--- config.mk ---
export PLATFORM = sky130hd
export DESIGN_NAME = seq_alu
export DESIGN_NICKNAME = d
export VERILOG_FILES = /design/src/rtl/alu_pkg.sv /design/src/rtl/seq_mul_unit.sv /design/src/rtl/seq_alu.sv
export SDC_FILE = /design/constraint.sdc
export NUM_CORES = 1
export LEC_CHECK = 0
export CORE_ASPECT_RATIO = 1.2
export CORE_MARGIN = 4
export CORE_UTILIZATION = 58
export DETAILED_ROUTE_END_ITERATION = 6
export PLACE_DENSITY = 0.88
export SLEW_MARGIN = 20
export SYNTH_ARGS = -nofsm -noshare
export SYNTH_HDL_FRONTEND = slang
export SYNTH_HIERARCHICAL = 1
export SYNTH_SLANG_ARGS = --single-unit
--- constraint.sdc ---
create_clock -name clk -period 3.2 [get_ports clk]
set_input_delay 0.64 -clock clk [delete_from_list [all_inputs] [get_ports clk]]
set_output_delay 0.64 -clock clk [all_outputs]
set_load 0.02 [all_outputs]
--- src/rtl/alu_pkg.sv ---
// Shared definitions for the sequential ALU: op encodings, handshake FSM states
// and the signed saturation bounds as functions of the datapath width.
package alu_pkg;

    localparam logic [1:0] OP_ADD = 2'd0;
    localparam logic [1:0] OP_SUB = 2'd1;
    localparam logic [1:0] OP_NEG = 2'd2;
    localparam logic [1:0] OP_MUL = 2'd3;

    typedef enum logic [1:0] {
        IDLE     = 2'd0,
        MUL_BUSY = 2'd1,
        DONE     = 2'd2
    } state_t;

    // Bit patterns of the largest / smallest signed value of width w (w <= 63).
    function automatic logic [63:0] sat_max(input int unsigned w);
        return (64'd1 << (w - 1)) - 64'd1;
    endfunction

    function automatic logic [63:0] sat_min(input int unsigned w);
        return 64'd1 << (w - 1);
    endfunction

endpackage

--- src/rtl/seq_mul_unit.sv ---
// Iterative signed multiplier: magnitudes are multiplied by shift-add, one bit per
// cycle for WIDTH cycles, then the product is presented with its sign applied.
module seq_mul_unit
    import alu_pkg::*;
#(
    parameter int WIDTH = 8
) (
    input  logic                      clk,
    input  logic                      rst,
    input  logic                      start,
    input  logic [WIDTH-1:0]          a,
    input  logic [WIDTH-1:0]          b,
    output logic                      busy,
    output logic                      done,
    output logic signed [2*WIDTH-1:0] product
);

    localparam int CW = $clog2(WIDTH + 1);

    logic [2*WIDTH-1:0] r_acc;
    logic [WIDTH-1:0]   r_mcand;
    logic [CW-1:0]      r_cnt;
    logic               r_sign;
    logic               r_busy;

    logic [WIDTH-1:0]   w_mag_a;
    logic [WIDTH-1:0]   w_mag_b;
    logic [WIDTH:0]     w_sum;

    // The most-negative operand's magnitude still fits as an unsigned WIDTH-bit value.
    assign w_mag_a = a[WIDTH-1] ? (-a) : a;
    assign w_mag_b = b[WIDTH-1] ? (-b) : b;
    assign w_sum   = {1'b0, r_acc[2*WIDTH-1:WIDTH]} + (r_acc[0] ? {1'b0, r_mcand} : '0);

    always_ff @(posedge clk or posedge rst) begin
        if (rst) begin
            r_acc   <= '0;
            r_mcand <= '0;
            r_cnt   <= '0;
            r_sign  <= 1'b0;
            r_busy  <= 1'b0;
        end else if (start) begin
            r_acc   <= {{WIDTH{1'b0}}, w_mag_b};
            r_mcand <= w_mag_a;
            r_sign  <= a[WIDTH-1] ^ b[WIDTH-1];
            r_cnt   <= '0;
            r_busy  <= 1'b1;
        end else if (r_busy) begin
            if (r_cnt == CW'(WIDTH)) begin
                r_busy <= 1'b0;
            end else begin
                r_acc <= {w_sum, r_acc[WIDTH-1:1]};
                r_cnt <= r_cnt + 1'b1;
            end
        end
    end

    // After WIDTH steps the unit spends one cycle presenting the signed product.
    assign busy    = r_busy;
    assign done    = r_busy && (r_cnt == CW'(WIDTH));
    assign product = r_sign ? -$signed(r_acc) : $signed(r_acc);

endmodule

--- src/rtl/seq_alu.sv ---
// Registered four-function signed ALU with valid/ready on both sides, optional
// saturation and an iterative multiplier; one operation in flight at a time.
module seq_alu
    import alu_pkg::*;
#(
    parameter int WIDTH    = 8,
    parameter int SATURATE = 0
) (
    input  logic             clk,
    input  logic             rst,
    input  logic             in_valid,
    output logic             in_ready,
    input  logic [WIDTH-1:0] a,
    input  logic [WIDTH-1:0] b,
    input  logic [1:0]       sel,
    output logic             out_valid,
    input  logic             out_ready,
    output logic [WIDTH-1:0] result,
    output logic             ovf,
    output logic             zero,
    output logic             neg,
    output logic             busy,
    output logic [1:0]       dbg_state
);

    localparam logic [WIDTH-1:0] SMAX = WIDTH'(sat_max(WIDTH));
    localparam logic [WIDTH-1:0] SMIN = WIDTH'(sat_min(WIDTH));

    state_t r_state, w_next;
    logic [WIDTH-1:0] r_result;
    logic r_ovf, r_zero, r_neg, r_out_valid;

    logic w_accept, w_start, w_load, w_valid_next;
    logic w_mul_busy, w_mul_done;
    logic signed [2*WIDTH-1:0] w_prod;
    logic signed [WIDTH:0] w_a_ext, w_b_ext, w_wide;
    logic w_ovf, w_exact_neg;
    logic [WIDTH-1:0] w_low, w_res;

    seq_mul_unit #(.WIDTH(WIDTH)) u_mul (
        .clk     (clk),
        .rst     (rst),
        .start   (w_start),
        .a       (a),
        .b       (b),
        .busy    (w_mul_busy),
        .done    (w_mul_done),
        .product (w_prod)
    );

    // Handshake: a transfer happens on a rising edge where valid && ready; the sink
    // side may take the held result and the source side may refill on the same edge.
    assign in_ready = (r_state == IDLE) || (r_state == DONE && out_ready);
    assign w_accept = in_valid && in_ready;

    assign w_a_ext = {a[WIDTH-1], a};
    assign w_b_ext = {b[WIDTH-1], b};

    always_comb begin
        w_wide = '0;
        case (sel)
            OP_ADD:  w_wide = w_a_ext + w_b_ext;
            OP_SUB:  w_wide = w_a_ext - w_b_ext;
            OP_NEG:  w_wide = -w_b_ext;
            default: w_wide = '0;
        endcase
    end

    // While a multiply is running the result source is the multiplier product.
    always_comb begin
        if (r_state == MUL_BUSY) begin
            w_ovf       = (w_prod[2*WIDTH-1:WIDTH-1] != {(WIDTH+1){w_prod[2*WIDTH-1]}});
            w_exact_neg = w_prod[2*WIDTH-1];
            w_low       = w_prod[WIDTH-1:0];
        end else begin
            w_ovf       = w_wide[WIDTH] ^ w_wide[WIDTH-1];
            w_exact_neg = w_wide[WIDTH];
            w_low       = w_wide[WIDTH-1:0];
        end
        w_res = (SATURATE != 0 && w_ovf) ? (w_exact_neg ? SMIN : SMAX) : w_low;
    end

    always_comb begin
        w_next       = r_state;
        w_start      = 1'b0;
        w_load       = 1'b0;
        w_valid_next = r_out_valid;
        case (r_state)
            IDLE, DONE: begin
                if (in_ready) begin
                    w_valid_next = 1'b0;
                    w_next       = IDLE;
                    if (in_valid) begin
                        if (sel == OP_MUL) begin
                            w_start = 1'b1;
                            w_next  = MUL_BUSY;
                        end else begin
                            w_load       = 1'b1;
                            w_valid_next = 1'b1;
                            w_next       = DONE;
                        end
                    end
                end
            end
            MUL_BUSY: begin
                if (w_mul_done) begin
                    w_load       = 1'b1;
                    w_valid_next = 1'b1;
                    w_next       = DONE;
                end
            end
            default: w_next = IDLE;
        endcase
    end

    always_ff @(posedge clk or posedge rst) begin
        if (rst) begin
            r_state <= IDLE;
        end else begin
            r_state <= w_next;
        end
    end

    always_ff @(posedge clk or posedge rst) begin
        if (rst) begin
            r_result    <= '0;
            r_ovf       <= 1'b0;
            r_zero      <= 1'b0;
            r_neg       <= 1'b0;
            r_out_valid <= 1'b0;
        end else begin
            r_out_valid <= w_valid_next;
            if (w_load) begin
                r_result <= w_res;
                r_ovf    <= w_ovf;
                r_zero   <= (w_res == '0);
                r_neg    <= w_res[WIDTH-1];
            end
        end
    end

    assign out_valid = r_out_valid;
    assign result    = r_result;
    assign ovf       = r_ovf;
    assign zero      = r_zero;
    assign neg       = r_neg;
    assign busy      = w_mul_busy;
    assign dbg_state = r_state;

endmodule
Word level (Yosys, flattened, before mapping)
Index checks and enable logic that the tools add are counted.

$add $sub $neg: 8. Equal/unequal tests: 10. Multiplexer cells: 33. Bitwise gates (word level): 2. Reductions and logical operators: 12.

Operators by type and width (count): $mux W16 (4); $mux W8 (4); $pmux W9 S3 (1); $neg A16 Y16 (1); $neg A8 Y8 (2); $mux W1 (14); $mux W4 (3); $add A8 B8 Y9 (1); $add A8 B9 Y9 (1); $neg A8 Y9 (1); $sub A8 B8 Y9 (1); $logic_not A8 Y1 (1); $mux W2 (4); $ne A8 B8 Y1 (1); $eq A2 B2 Y1 const B (3); $add A4 B1 Y4 const B (1); $eq A2 B1 Y1 const B (2); $eq A4 B4 Y1 const B (1); $logic_not A2 Y1 (2); $ne A2 B1 Y1 const B (2); $pmux W1 S2 (2); $pmux W2 S2 (1); $reduce_and A2 Y1 (2); $reduce_bool A2 Y1 (2); other kinds (6) (8).

Bits in registers: 44. Input port bits: 22. Word-level logic and storage cells: 76.

Longest topological paths before layout
Depth after elaboration: 7. Gate-level depth with buffers: 14. Depth with buffers taken out: 14.

Cells and area by module
The synthesis kept the hierarchy.

Modules (own cells, without submodules): seq_mul_unit (instances 1, cells each 257, area an instance 2322.2 um2, seq. area each 750.7 um2); seq_alu (instances 1, cells each 177, area an instance 1387.6 um2, seq. area each 325.3 um2).

Least setup slack after synthesis
OpenSTA, ideal clock, no wires.

Path kind: input -> register. Start point: input b[0]. End point: register r_result[7], in the netlist result[7]. Library setup time: 0.125 ns. Arrival time: 2.883 ns. Data required time: 3.075 ns. Path slack: 0.193 ns. Stages: 14. Buffers on the path: 0. Path through: inv_1 > ha_1 > nand2_1 > or3_1 > nand2_1 > xor2_1 > ha_1 > a21oi_1 > nor3_1 > a31oi_1 > o41ai_1 > nor2_1 > a21oi_1 > mux2_2.

Cells in the longest elaborated chain, start to end: 3.

Ends and longest elaborated chain: start: declaration (line seq_alu.sv:14) `input logic [WIDTH-1:0] b,`; $neg A8 Y9, or another cell as far along (line seq_alu.sv:64) `OP_NEG: w_wide = -w_b_ext;`; $pmux W9 S3 (*) (line seq_alu.sv:61) `case (sel)`; $mux W8 (*) (line seq_alu.sv:71) `if (r_state == MUL_BUSY) begin`; end signal: assignment (line seq_alu.sv:134) `r_result <= w_res;`; end: declaration (line seq_alu.sv:30) `logic [WIDTH-1:0] r_result;`.

Mark *: on every way between the ends. The rest lies on a longest branch, timed or not. A chain may end at the register's enable or synchronous reset.

Worst setup path after layout
Start point: input b[6]. End point: register r_result[7], in the netlist result[7].

Same word-level chain as after synthesis.

==> results_dict.tcl <==
set metrics [dict create \
    initial_core_util_pct 60.53 \
    gr-total-overflow 0 \
    endpoint_kind "flop" \
    yosys_warnings 6 \
    syn_to_final_growth_pct 29.65 \
    worst-endpoint-arrival_ps 3410 \
    io-pin-count 38 \
    grt_use_total_pct 29.35 \
    dp_hpwl_um 7778 \
    finClkSkew_ps 4.824 \
    synth_cell_types 65 \
    cts_sinks 43 \
    final_max_slew_viol_count 0 \
    die-area_um2 7745 \
    syn_area_um2 3710 \
    remaining_drc_errors 0 \
    crit_required_ps 3380 \
    clk_latency_ps 290 \
    cts_buffers 5 \
    die-width_um 81.01 \
    postSynthAreaPerCell_um2 8.548 \
    via_count 3920 \
    hp-class "reg -> reg" \
    hold_violations 0 \
    gp_congestion 0.9056 \
    setup_viol 2 \
    syn-instance-count 434 \
    synth-edff-count 0 \
    initialDrtViolationCount 520 \
    antenna_found_initial 0 \
    die_h_um 95.61 \
    crit_fanout 6 \
    rsz0062_at_grt "true" \
    fin_crit_sh_pct 100.8 \
    rows 31 \
    finalCriticalPeriod_ps 3226 \
    tns_ps -32.23 \
    max-cap-violations 0 \
    p_sw_mw 1.899 \
    synth-adder-area-share_pct 8.499 \
    violations "negative setup slack" \
    p_int_mw 2.148 \
    grt_pass1_wl_um 17660 \
    ir_drop_mv 0.3907 \
    p_leak_nw 2.146 \
    synth-seq-cells 43 \
    ctsRootBufferMaster "clkbuf_8" \
    worstMarginPinSlew_ps 568.5 \
    viasPerCell 6.533 \
    dp.cells 586 \
    synth.area.mux_share_pct 3.845 \
    criticalPathCategory "in -> reg" \
    nets 563 \
    postLayoutCoreUtil_pct 78.48 \
    drive_above_1_share_pct 22.20 \
    core_um2 6128 \
    fmax_ghz 0.3100 \
    synthArstFlopShare_pct 100.0 \
    h-tree-depth 2 \
    clk_path_buf_depth 2 \
    routedWlPerCell_um 19.98 \
    dr.pass1.iters 5 \
    instances_no_fill 600 \
    start_kind "primary input" \
    io_buffers 37 \
    path_clk_slew_ps 90 \
    seqPwrFrac_pct 28.4 \
    holdWs_ps 486.1 \
    timing.final.ws_setup_ps -25.61 \
    grt_max_degree 31 \
    p_clk_share_pct 10.5 \
    ys.flop_type "dfrtp_1" \
    status "finished with violations" \
    synth_top_family_by_area "simple AND/OR/NAND/NOR gates" \
    wl_um 11990 \
    cts_tree "done" \
    synth-seq-area-share_pct 29.01 \
    synthXorXnorAreaFrac_pct 10.86 \
    power-per-cell-area_nw_per_um2 841.6 \
    ant_nets 0 \
    synth_compound_area_share_pct 20.78 \
    synth-simple-area-share_pct 22.50 \
    syn-num-nets 480 \
    slew_headroom_pct 62.10 \
    insertedDiodeCount 0 \
    swShare_pct 46.92 \
    grt_pass1_vias 3782 \
    pwr-share-comb_pct 61.1 \
    num-fill-cells 383 \
]
## final cells by class
class	instances	area, um^2	share of cell area, %
inverters	22	82.58	1.717
flip-flops and latches	43	1076	22.37
repair buffers	95	812.0	16.88
clock buffers	5	68.82	1.431
clock inverters	3	43.79	0.9105
multi-input cells	350	2624	54.55
well taps	82	102.6	2.133
## cells in the mapped netlist (7+ instances only)
master     n  share of area [%]
and2_1    11                1.9
a21oi_1   26                3.5
clkbuf_1  11                1.1
nor3_1     7               0.94
nand2_1   43                4.4
nor2b_1    7                1.2
xnor2_1   30                7.1
dfrtp_1   43                 29
ha_1      22                7.4
xor2_1    16                3.8
o21ai_0   31                4.2
nor2_1    33                3.3
nand2b_1   7                1.2
inv_1     22                2.2
mux2i_1   12                3.2
nand3_1    8                1.1
o31ai_1    8                1.6
## critical path: stages
cell and delay (ps):
clkdlybuf4s50_1 450, nor4_2 330, buf_4 160, a21oi_1 80
xnor2_1 140, ha_1 290, buf_4 170, nor2b_1 170
a31oi_1 240, o41ai_2 150, nor2_2 200, a21oi_2 100
mux2_2 280
## cells by family after synthesis
| group | Yosys count |
|---|---|
| xor+xnor | 46 |
| flops | 43 |
| mux | 14 |
| fa+ha+maj | 24 |
| compound gates | 113 |
| buf+inv | 41 |
| simple gates | 153 |
## registers in the layout, indices dropped and copies added, names as in the netlist
signal	count
dbg_state	2
out_valid	1
ovf	1
result	8
u_mul/busy	1
u_mul/r_acc	16
u_mul/r_cnt	4
u_mul/r_mcand	8
u_mul/r_sign	1
zero	1
## path summary, 6_finish.rpt
path | startpoint | endpoint | slack (ps) | cells past startpoint
min | result[4]$_DFFE_PP0P_ | result[4]$_DFFE_PP0P_ | 490 | 2
max | b[6] | result[7]$_DFFE_PP0P_ | -30 | 13
min in group asynchronous | rst | result[5]$_DFFE_PP0P_ | 690 | 2
min reg2reg | result[4]$_DFFE_PP0P_ | result[4]$_DFFE_PP0P_ | 490 | 2
max in group asynchronous | rst | u_mul/r_acc[2]$_DFFE_PP0P_ | 2170 | 3
max reg2reg | u_mul/r_acc[2]$_DFFE_PP0P_ | ovf$_DFFE_PP0P_ | 600 | 9
## per-stage QoR
step / setup WS [ps] / power, mW / instance area [um^2]
after floorplan: 192.6 / 2.706 / 3710
after global placement: -327.7 / 3.285 / 4488
after detailed placement: -509.2 / 3.411 / 4488
after CTS: -3.322 / 3.903 / 4673
after global routing: -184.6 / 4.318 / 4810
final: -25.61 / 4.048 / 4810
## per-layer routing
metal  track usage, %  wire, um
met1            33.79      4235
met4            16.90       977
met2            50.62      5841
met5                0         0
met3            5.198       935
## power groups by stage
| stage | Combinational [mW] | Clock (mW) | Sequential [mW] |
|---|---|---|---|
| 6_report | 2.47 | 0.427 | 1.15 |
| 5_1_grt | 2.68 | 0.455 | 1.19 |
| 4_1_cts | 2.33 | 0.430 | 1.14 |
| 3_5_place_dp | 2.26 | 0 | 1.15 |
| 3_3_place_gp | 2.16 | 0 | 1.13 |
| 2_1_floorplan | 1.58 | 0 | 1.12 |
## repair_timing
item,in CTS,in global routing
gates resized for setup,18,29
pin swaps,6,15
buffers inserted,2,4
setup endpoints to repair,4,6
hold buffers,0,0
## cells in the final DEF (no fill, tap or decap), types with 12 or more instances in the layout
master and count:
nor2_1 29, inv_1 20, ha_1 20, a21oi_1 23, clkdlybuf4s50_1 30, nand2_1 41, xor2_1 15, o21ai_0 29
xnor2_1 29, dfrtp_1 43, buf_4 56, mux2i_1 12
Note: power is estimated with default switching activity, not from simulation.
